$ cat config.mk
export PLATFORM = sky130hd
export DESIGN_NAME = ps2_key_event_fifo
export DESIGN_NICKNAME = d
export VERILOG_FILES = /design/src/rtl/ps2_key_event_fifo.sv
export SDC_FILE = /design/constraint.sdc
export NUM_CORES = 1
export LEC_CHECK = 0
export CAP_MARGIN = 10
export CELL_PAD_IN_SITES_DETAIL_PLACEMENT = 1
export CELL_PAD_IN_SITES_GLOBAL_PLACEMENT = 2
export CORE_ASPECT_RATIO = 1.5
export CORE_MARGIN = 2
export CORE_UTILIZATION = 38
export DETAILED_ROUTE_END_ITERATION = 16
export PLACE_DENSITY = 0.75
export SETUP_SLACK_MARGIN = 0.2
export SKIP_CTS_REPAIR_TIMING = 1
export SYNTH_ARGS = -nofsm -noshare
export SYNTH_HDL_FRONTEND = slang
export SYNTH_SLANG_ARGS = --single-unit
$ cat constraint.sdc
create_clock -name clk -period 2.4 [get_ports clk]
set_input_delay 0.36 -clock clk [delete_from_list [all_inputs] [get_ports clk]]
set_output_delay 0.36 -clock clk [all_outputs]
set_load 0.01 [all_outputs]
$ cat src/rtl/ps2_key_event_fifo.sv
// PS/2 keyboard front end: input synchronisers, 11-bit frame receiver with
// parity/stop/timeout checks, E0/F0 prefix folding into key events, and a
// first-word-fall-through event FIFO plus a scan-code LED register.
module ps2_key_event_fifo #(
  parameter int DEPTH          = 8,
  parameter int SYNC_STAGES    = 2,
  parameter int TIMEOUT_CYCLES = 50000,
  parameter int LED_MODE       = 0
) (
  input  logic                     clk,
  input  logic                     reset,
  input  logic                     ps2_clk,
  input  logic                     ps2_data,
  output logic [9:0]               evt_data,
  output logic                     evt_valid,
  input  logic                     evt_ready,
  output logic [$clog2(DEPTH):0]   fifo_count,
  output logic [7:0]               leds,
  output logic                     overflow,
  output logic                     err_parity,
  output logic                     err_frame,
  input  logic                     clear_errors
);

  localparam int AW    = $clog2(DEPTH);
  localparam int CW    = AW + 1;
  localparam int TW    = $clog2(TIMEOUT_CYCLES + 1);

  typedef enum logic [1:0] {S_IDLE, S_DATA, S_PARITY, S_STOP} state_t;

  logic [SYNC_STAGES-1:0] r_clk_sync, r_dat_sync;
  logic                   r_clk_prev;
  logic                   w_clk_s, w_dat_s, w_fall;

  state_t                 r_state, w_state_nxt;
  logic [7:0]             r_shift;
  logic [2:0]             r_bitcnt;
  logic                   r_par;
  logic [TW-1:0]          r_tmo;
  logic                   w_tmo_hit, w_stop_edge, w_par_ok, w_good;
  logic                   w_perr, w_ferr;

  logic                   r_byte_vld, r_byte_err;
  logic [7:0]             r_byte;
  logic                   r_ext, r_brk;
  logic                   w_push;

  logic [9:0]             r_mem [DEPTH];
  logic [AW-1:0]          r_wptr, r_rptr;
  logic [CW-1:0]          r_count;
  logic                   w_full, w_pop, w_wr, w_ovf;

  logic [7:0]             r_leds;
  logic                   r_overflow, r_err_parity, r_err_frame;

  assign w_clk_s = r_clk_sync[SYNC_STAGES-1];
  assign w_dat_s = r_dat_sync[SYNC_STAGES-1];
  assign w_fall  = r_clk_prev & ~w_clk_s;

  // Bring the keyboard lines into the clk domain; idle level of the bus is 1.
  always_ff @(posedge clk) begin
    if (reset) begin
      r_clk_sync <= '1;
      r_dat_sync <= '1;
      r_clk_prev <= 1'b1;
    end else begin
      r_clk_sync <= {r_clk_sync[SYNC_STAGES-2:0], ps2_clk};
      r_dat_sync <= {r_dat_sync[SYNC_STAGES-2:0], ps2_data};
      r_clk_prev <= w_clk_s;
    end
  end

  assign w_tmo_hit   = (r_state != S_IDLE) && !w_fall &&
                       (r_tmo == TW'(TIMEOUT_CYCLES - 1));
  assign w_stop_edge = w_fall && (r_state == S_STOP);
  assign w_par_ok    = ^{r_shift, r_par};
  assign w_good      = w_stop_edge && w_dat_s && w_par_ok;
  assign w_perr      = w_stop_edge && !w_par_ok;
  assign w_ferr      = (w_stop_edge && !w_dat_s) || w_tmo_hit;

  // Receiver state register.
  always_ff @(posedge clk) begin
    if (reset) r_state <= S_IDLE;
    else       r_state <= w_state_nxt;
  end

  // Receiver next state: advance on falling edges, bail out on timeout.
  always_comb begin
    w_state_nxt = r_state;
    if (w_tmo_hit) begin
      w_state_nxt = S_IDLE;
    end else if (w_fall) begin
      case (r_state)
        S_IDLE:   if (!w_dat_s) w_state_nxt = S_DATA;
        S_DATA:   if (r_bitcnt == 3'd7) w_state_nxt = S_PARITY;
        S_PARITY: w_state_nxt = S_STOP;
        S_STOP:   w_state_nxt = S_IDLE;
        default:  w_state_nxt = S_IDLE;
      endcase
    end
  end

  // Receiver datapath: shift register, bit count, idle timer, byte handoff.
  always_ff @(posedge clk) begin
    if (reset) begin
      r_shift    <= '0;
      r_bitcnt   <= '0;
      r_par      <= 1'b0;
      r_tmo      <= '0;
      r_byte_vld <= 1'b0;
      r_byte_err <= 1'b0;
      r_byte     <= '0;
    end else begin
      r_byte_vld <= w_good;
      r_byte_err <= w_perr || w_ferr;
      if (w_good) r_byte <= r_shift;
      if (r_state == S_IDLE || w_fall) r_tmo <= '0;
      else                             r_tmo <= r_tmo + TW'(1);
      if (w_fall) begin
        case (r_state)
          S_IDLE:   r_bitcnt <= '0;
          S_DATA: begin
            r_shift  <= {w_dat_s, r_shift[7:1]};
            r_bitcnt <= r_bitcnt + 3'd1;
          end
          S_PARITY: r_par <= w_dat_s;
          default:  ;
        endcase
      end
    end
  end

  assign w_push = r_byte_vld && (r_byte != 8'hE0) && (r_byte != 8'hF0) &&
                  (r_byte != 8'h00) && (r_byte != 8'hFF);

  // Prefix flags: E0/F0 arm them, anything else (good or discarded) clears.
  always_ff @(posedge clk) begin
    if (reset || r_byte_err) begin
      r_ext <= 1'b0;
      r_brk <= 1'b0;
    end else if (r_byte_vld) begin
      if (r_byte == 8'hE0)      r_ext <= 1'b1;
      else if (r_byte == 8'hF0) r_brk <= 1'b1;
      else begin
        r_ext <= 1'b0;
        r_brk <= 1'b0;
      end
    end
  end

  assign w_full    = (r_count == CW'(DEPTH));
  assign evt_valid = (r_count != '0);
  assign w_pop     = evt_valid && evt_ready;
  assign w_wr      = w_push && (!w_full || w_pop);
  assign w_ovf     = w_push && w_full && !w_pop;

  // Event storage; no reset needed since reads are gated by evt_valid.
  always_ff @(posedge clk) begin
    if (w_wr) r_mem[r_wptr] <= {r_brk, r_ext, r_byte};
  end

  // FIFO pointers and occupancy.
  always_ff @(posedge clk) begin
    if (reset) begin
      r_wptr  <= '0;
      r_rptr  <= '0;
      r_count <= '0;
    end else begin
      if (w_wr)  r_wptr <= r_wptr + AW'(1);
      if (w_pop) r_rptr <= r_rptr + AW'(1);
      case ({w_wr, w_pop})
        2'b10:   r_count <= r_count + CW'(1);
        2'b01:   r_count <= r_count - CW'(1);
        default: ;
      endcase
    end
  end

  // LED display follows decoded events, including ones dropped on overflow.
  always_ff @(posedge clk) begin
    if (reset)
      r_leds <= '0;
    else if (w_push && (LED_MODE != 0 || !r_brk))
      r_leds <= r_byte;
  end

  // Sticky flags; a fresh error outranks a same-cycle clear.
  always_ff @(posedge clk) begin
    if (reset) begin
      r_overflow   <= 1'b0;
      r_err_parity <= 1'b0;
      r_err_frame  <= 1'b0;
    end else begin
      r_overflow   <= w_ovf  | (r_overflow   & ~clear_errors);
      r_err_parity <= w_perr | (r_err_parity & ~clear_errors);
      r_err_frame  <= w_ferr | (r_err_frame  & ~clear_errors);
    end
  end

  assign evt_data   = evt_valid ? r_mem[r_rptr] : '0;
  assign fifo_count = r_count;
  assign leds       = r_leds;
  assign overflow   = r_overflow;
  assign err_parity = r_err_parity;
  assign err_frame  = r_err_frame;

endmodule
======== After elaboration in Yosys (flattened, before gate mapping) ========
Memory sizes are Yosys's and may differ from the RTL's. A register that Yosys moved wholly into a read port is not among the register bits.
Index checks and enable logic that the tools add are counted.
word-level totals
  bits in registers ....................... 68
  RAM bits ................................ 80
  logic and storage cells ................. 108
  memories ................................ 1
operators by class
  $add $sub $neg .......................... 6
  equal/unequal tests ..................... 16
  mux-type cells .......................... 13
  bitwise gates (word level) .............. 10
  reduce and logical (&&, ||, !) cells .... 42
memories
  memory  depth  bits a word  read ports  clocked after memory_dff  wr ports  RTL line  RTL
  r_mem   8      10           1           1                         1         48        logic [9:0] r_mem [DEPTH];
operator list
  kind                     number
  $ne A8 B8 Y1 const B     3
  $add A16 B1 Y16 const B  1
  $eq A16 B16 Y1 const B   1
  $eq A8 B8 Y1 const B     2
  $logic_and A1 B1 Y1      16
  $mux W10                 1
  $reduce_and A2 Y1        5
  $add A3 B1 Y3 const B    3
  $reduce_xor A9 Y1        1
  $pmux W2 S4              1
  $pmux W4 S2              1
  $reduce_bool A8 Y1       1
  $eq A2 B2 Y1 const B     3
  $logic_not A1 Y1         6
  $mux W3                  2
  $ne A2 B2 Y1 const B     3
  $pmux W3 S2              1
  $reduce_bool A2 Y1       3
  $logic_or A1 B1 Y1       5
  $mux W1                  5
  $add A4 B1 Y4 const B    1
  $and A1 B1 Y1            4
  $eq A2 B1 Y1 const B     2
  $eq A4 B4 Y1 const B     1
  9 further kinds          15

======== Longest topological paths before layout ========
  depth in word-level cells ............... 8
  mapped depth ............................ 12

======== Worst setup path after synthesis ========
No wires, ideal clock.
  path type ............................... flip-flop to flip-flop
  start point ............................. reg r_byte[0]
  end point ............................... reg r_count[3] (netlist: fifo_count[3])
  arrival time ............................ 2.504 ns
  slack ................................... -0.228 ns
  stages on the path, launching flop included .. 12
  clock period less this slack ............ 2.628 ns
  path through ............................ dfxtp_1 or4_4 o21ai_4 a21o_1 nand2_1 inv_1 ha_1 a21o_1 a21oi_1 nor3_1 mux2i_1 mux2_1
between the ends
  cells in the longest elaborated chain, start to end .. 8
  elaborated cells between the ends (all ways) .. 13
  those cells by class .................... eq/ne: 5; mux: 1; reduce/logical: 7
RTL lines
  item                                               RTL line  RTL
  start, declared                                    44        logic [7:0] r_byte;
  start signal, assigned                             116       if (w_good) r_byte <= r_shift;
  $ne A8 B8 Y1                                       133       assign w_push = r_byte_vld && (r_byte != 8'hE0) && (r_byte != 8'hF0) &&
  $logic_and A1 B1 Y1 (3 in a row)                   133
  $logic_and A1 B1 Y1 (*)                            134       (r_byte != 8'h00) && (r_byte != 8'hFF);
  $logic_and A1 B1 Y1 (*)                            154       assign w_wr = w_push && (!w_full || w_pop);
  $eq A2 B1 Y1 or $eq A2 B2 Y1 (tied branches)       171       case ({w_wr, w_pop})
  $pmux W4 S2 or $reduce_bool A2 Y1 (tied branches)  --
  end signal, assigned                               172       2'b10: r_count <= r_count + CW'(1);
  end signal, assigned                               173       2'b01: r_count <= r_count - CW'(1);
  end, declared                                      50        logic [CW-1:0] r_count;
Every way passes the cells marked *; elsewhere a longest branch is shown, timed or not.
A chain may end at the register's enable or synchronous reset.

======== Worst setup path after layout ========
Ends and elaborated chain as after synthesis.

==> qor.txt <==
RSZ-0062 raised after global routing: yes
H-Tree Depth: 4
Core ar.: 0.0160 sq mm
Logic pwr share: 15.7%
Sink Count: 151
Starting Density: 38.4%
Hold Path Class: input pin to register
Tcrit/Tclk final: 108%
Placer Congestion: 0.722
#FFs+latches synth: 151
diode count: 0
Area contributors post-synth: edfxtp_1 (39%), dfxtp_1 (23%), mux4_2 (7.3%), mux2i_1 (4.6%), nor2_1 (3.9%)
Worst Path Required: 2.69 ns
CP Capture Point: fifo_count[3]
drt pass-1 iters: 4
crit path launch: r_byte[0]
Clk Latency, worst-skew pair: 0.41 ns
Reg2Reg Depth: 11
Vias/cell: 5.18
share of total power in the clock network: 39.8%
relative slew slack: 62.5%
row count: 57
Root Driver: clkbuf_16
DR WL/cell: 17.6 microns
post-route ant nets: 0
initial antenna violation count: 0
Synth Instances: 464
Final Slew Violations: 0
Flop pwr share: 44.4%
clock buffer count from CTS: 17
CTS tree: built
Leak: 2.73 nW
Post-Place Cell Area: 0.00703 sq mm
skew final: 0.0104 ns
Max Buffers Root-to-Sink: 2
vias: 3893
Syn Nets: 482
number of global-route vias before repair: 4159
most used cell, CP: a21o_1
Worst Max-Slew Pin Slew: 0.562 ns
All-Layer GR Usage: 16.4%
area leader, netlist: edfxtp_1
Setup WS pre-CTS: -0.173 ns
biggest cell delay along the critical path: 0.57 ns
final setup vio count: 3
DRC viols: 0
Pint: 4.67 mW
Critical-path top delay cell: or4_4
Max Cap Viol: 0
die span in y: 160 microns
Synth async-reset ratio: 0%
min Tclk post-route: 2.58 ns
Setup CP Type: register to register
Ports: 32
Reg clk slew, reported paths: 0.06 ns
CP cell instances: or4_4 -> o21ai_4 -> a21o_1 -> nand2_2 -> inv_2 -> ha_4 -> a21o_1 -> a21oi_2 -> nor3_2 -> mux2i_1 -> mux2_1
violated checks: setup timing
layout cells sized above 1: 25.3%
setup slack after layout: -0.182 ns
Starting DRT DRC Count: 103
Fin. Hold Viols: 0
HPWL after DPL: 9.06 mm
Most used DFF post-synth: edfxtp_1
Yosys top cell area share: 39.0%
final core occ: 47.7%
CP Data Arrival Time: 2.87 ns
startpoint types: register
largest net degree at the start of global routing: 39
port bufs: 31
first-pass GRT wire length: 21.5 mm
reg-to-reg startpoint: r_byte[0]
PwrDens: 811 mW/mm^2
number of library cell types mapped by synthesis: 51
total grt overflow: 0
worst r2r dst: fifo_count[3]
mapped cell area: 0.00616 sq mm
syn avg cell area: 13.3 sq um
Sw Pwr: 1.54 mW
CP Capture Type: register
nets@finish: 551
number of flops mapped to enable cells by yosys: 80
Layout area overhead: 24.3%
post-synthesis sequential area ratio: 62.1%
status: finished, violations left
VDD IR max: 0.443 mV
die width: 108 microns
Warnings, synthesis: 0
worst-path fanout max: 4
Hold Slack: 0.376 ns
sw frac: 24.8%
die area: 0.0173 sq mm
Total Routed Length: 13.3 mm
post-route cell area: 0.00765 sq mm
FMAX: 387 MHz
total power: 6.21 mW
r2r setup slk: -0.18 ns
[cells in the mapped netlist, types with 8 or more instances]
library cell / instances
dfxtp_1: 71
edfxtp_1: 80
nand2_1: 31
ha_1: 11
inv_1: 9
mux4_2: 20
clkbuf_1: 13
xor2_1: 13
a21oi_1: 20
nor2_1: 64
nand3_1: 8
nand4_1: 8
mux2i_1: 28
[per-stage QoR]
| stage | std cells | TNS, ns |
|---|---|---|
| after floorplan | 464 | -0.126 |
| after global placement | 715 | -0.129 |
| after detailed placement | 715 | -0.200 |
| after CTS | 747 | -2.45 |
| after global routing | 752 | -0.547 |
| final | 752 | -0.322 |
[registers in the layout (all words and copies together) (netlist names), named ones only]
| signal | flops |
|---|---|
| r_par | 1 |
| r_brk | 1 |
| err_frame | 1 |
| r_clk_sync | 2 |
| r_byte_vld | 1 |
| r_byte | 8 |
| r_mem | 80 |
| r_rptr | 3 |
| r_tmo | 16 |
| r_clk_prev | 1 |
| r_state | 2 |
| r_wptr | 3 |
| r_byte_err | 1 |
| leds | 8 |
| r_bitcnt | 3 |
| r_shift | 8 |
| overflow | 1 |
| fifo_count | 4 |
| r_dat_sync | 2 |
| r_ext | 1 |
| err_parity | 1 |
[logic make-up after synthesis]
| logic type | share of synthesized area (%) |
|---|---|
| simple gates | 12.2 |
| flops | 62.1 |
| buf+inv | 2.01 |
| compound gates | 4.29 |
| mux | 13.4 |
| xor+xnor | 3.43 |
| fa+ha+maj | 2.56 |
[critical path: cells and delay by family, from the launching register on]
kind	cells	cell delay, ns
and+or+nand+nor	3	0.70
AOI/OAI and AO/OA	4	0.67
muxes	2	0.51
DFF	1	0.32
adders and majority gates	1	0.19
buffers and inverters	1	0.07
[power groups by stage]
stage          Clock, mW  Sequential (mW)  Combinational (mW)
2_1_floorplan          0             2.81               0.546
4_1_cts             2.53             2.75               0.977
3_3_place_gp           0             2.80               0.958
5_1_grt             2.62             2.76                1.08
6_report            2.47             2.76               0.975
3_5_place_dp           0             2.80               0.972
[metal layers]
layer  part of all wire, %  global-route usage, %
met1                    38                   17.6
met3                   3.8                   3.71
met2                    55                   30.1
met4                   2.7                   6.93
met5                     0                      0
[how the worst min path moves through the flow]
stage / slack, ns / start / to / cells after the start
floorplan: 0.39 / r_clk_sync[0] / r_clk_sync[1] / 1
global placement: 0.39 / r_dat_sync[0] / r_dat_sync[1] / 1
detailed placement: 0.40 / r_clk_sync[0] / r_clk_sync[1] / 1
CTS: 0.36 / reset / register / 2
global route: 0.40 / reset / register / 2
finish: 0.38 / reset / register / 2
[cells in the final DEF, fill, tap and decap left out, drive strengths merged, types with 3 or more instances in the layout]
cell type / synthesis / routed
mux4: 20 / 20
nand3: 8 / 8
dfxtp: 71 / 71
and2: 4 / 4
o21ai: 7 / 7
nor2: 64 / 64
mux2: 6 / 6
nor3: 7 / 7
and3: 5 / 5
ha: 11 / 11
clkinvlp: 0 / 3
inv: 10 / 14
a22oi: 3 / 3
edfxtp: 80 / 80
xnor2: 6 / 6
mux2i: 29 / 29
clkbuf: 13 / 19
clkdlybuf4s50: 0 / 20
buf: 7 / 49
a21oi: 21 / 21
nand4: 8 / 8
or3: 4 / 4
clkinv: 0 / 6
xor2: 13 / 13
or2: 5 / 5
nor3b: 4 / 4
nor2b: 4 / 4
nand2: 31 / 31
[layout make-up]
type,count,area [sq um]
repair buffers,70,673
clock inverters,14,124
clock buffers,18,429
flip-flops and latches,151,3840
inverters,10,37.5
fillers,1637,8390
well taps,206,258
multi-input cells,283,2300
No activity file was read; power rests on OpenSTA's default activity.
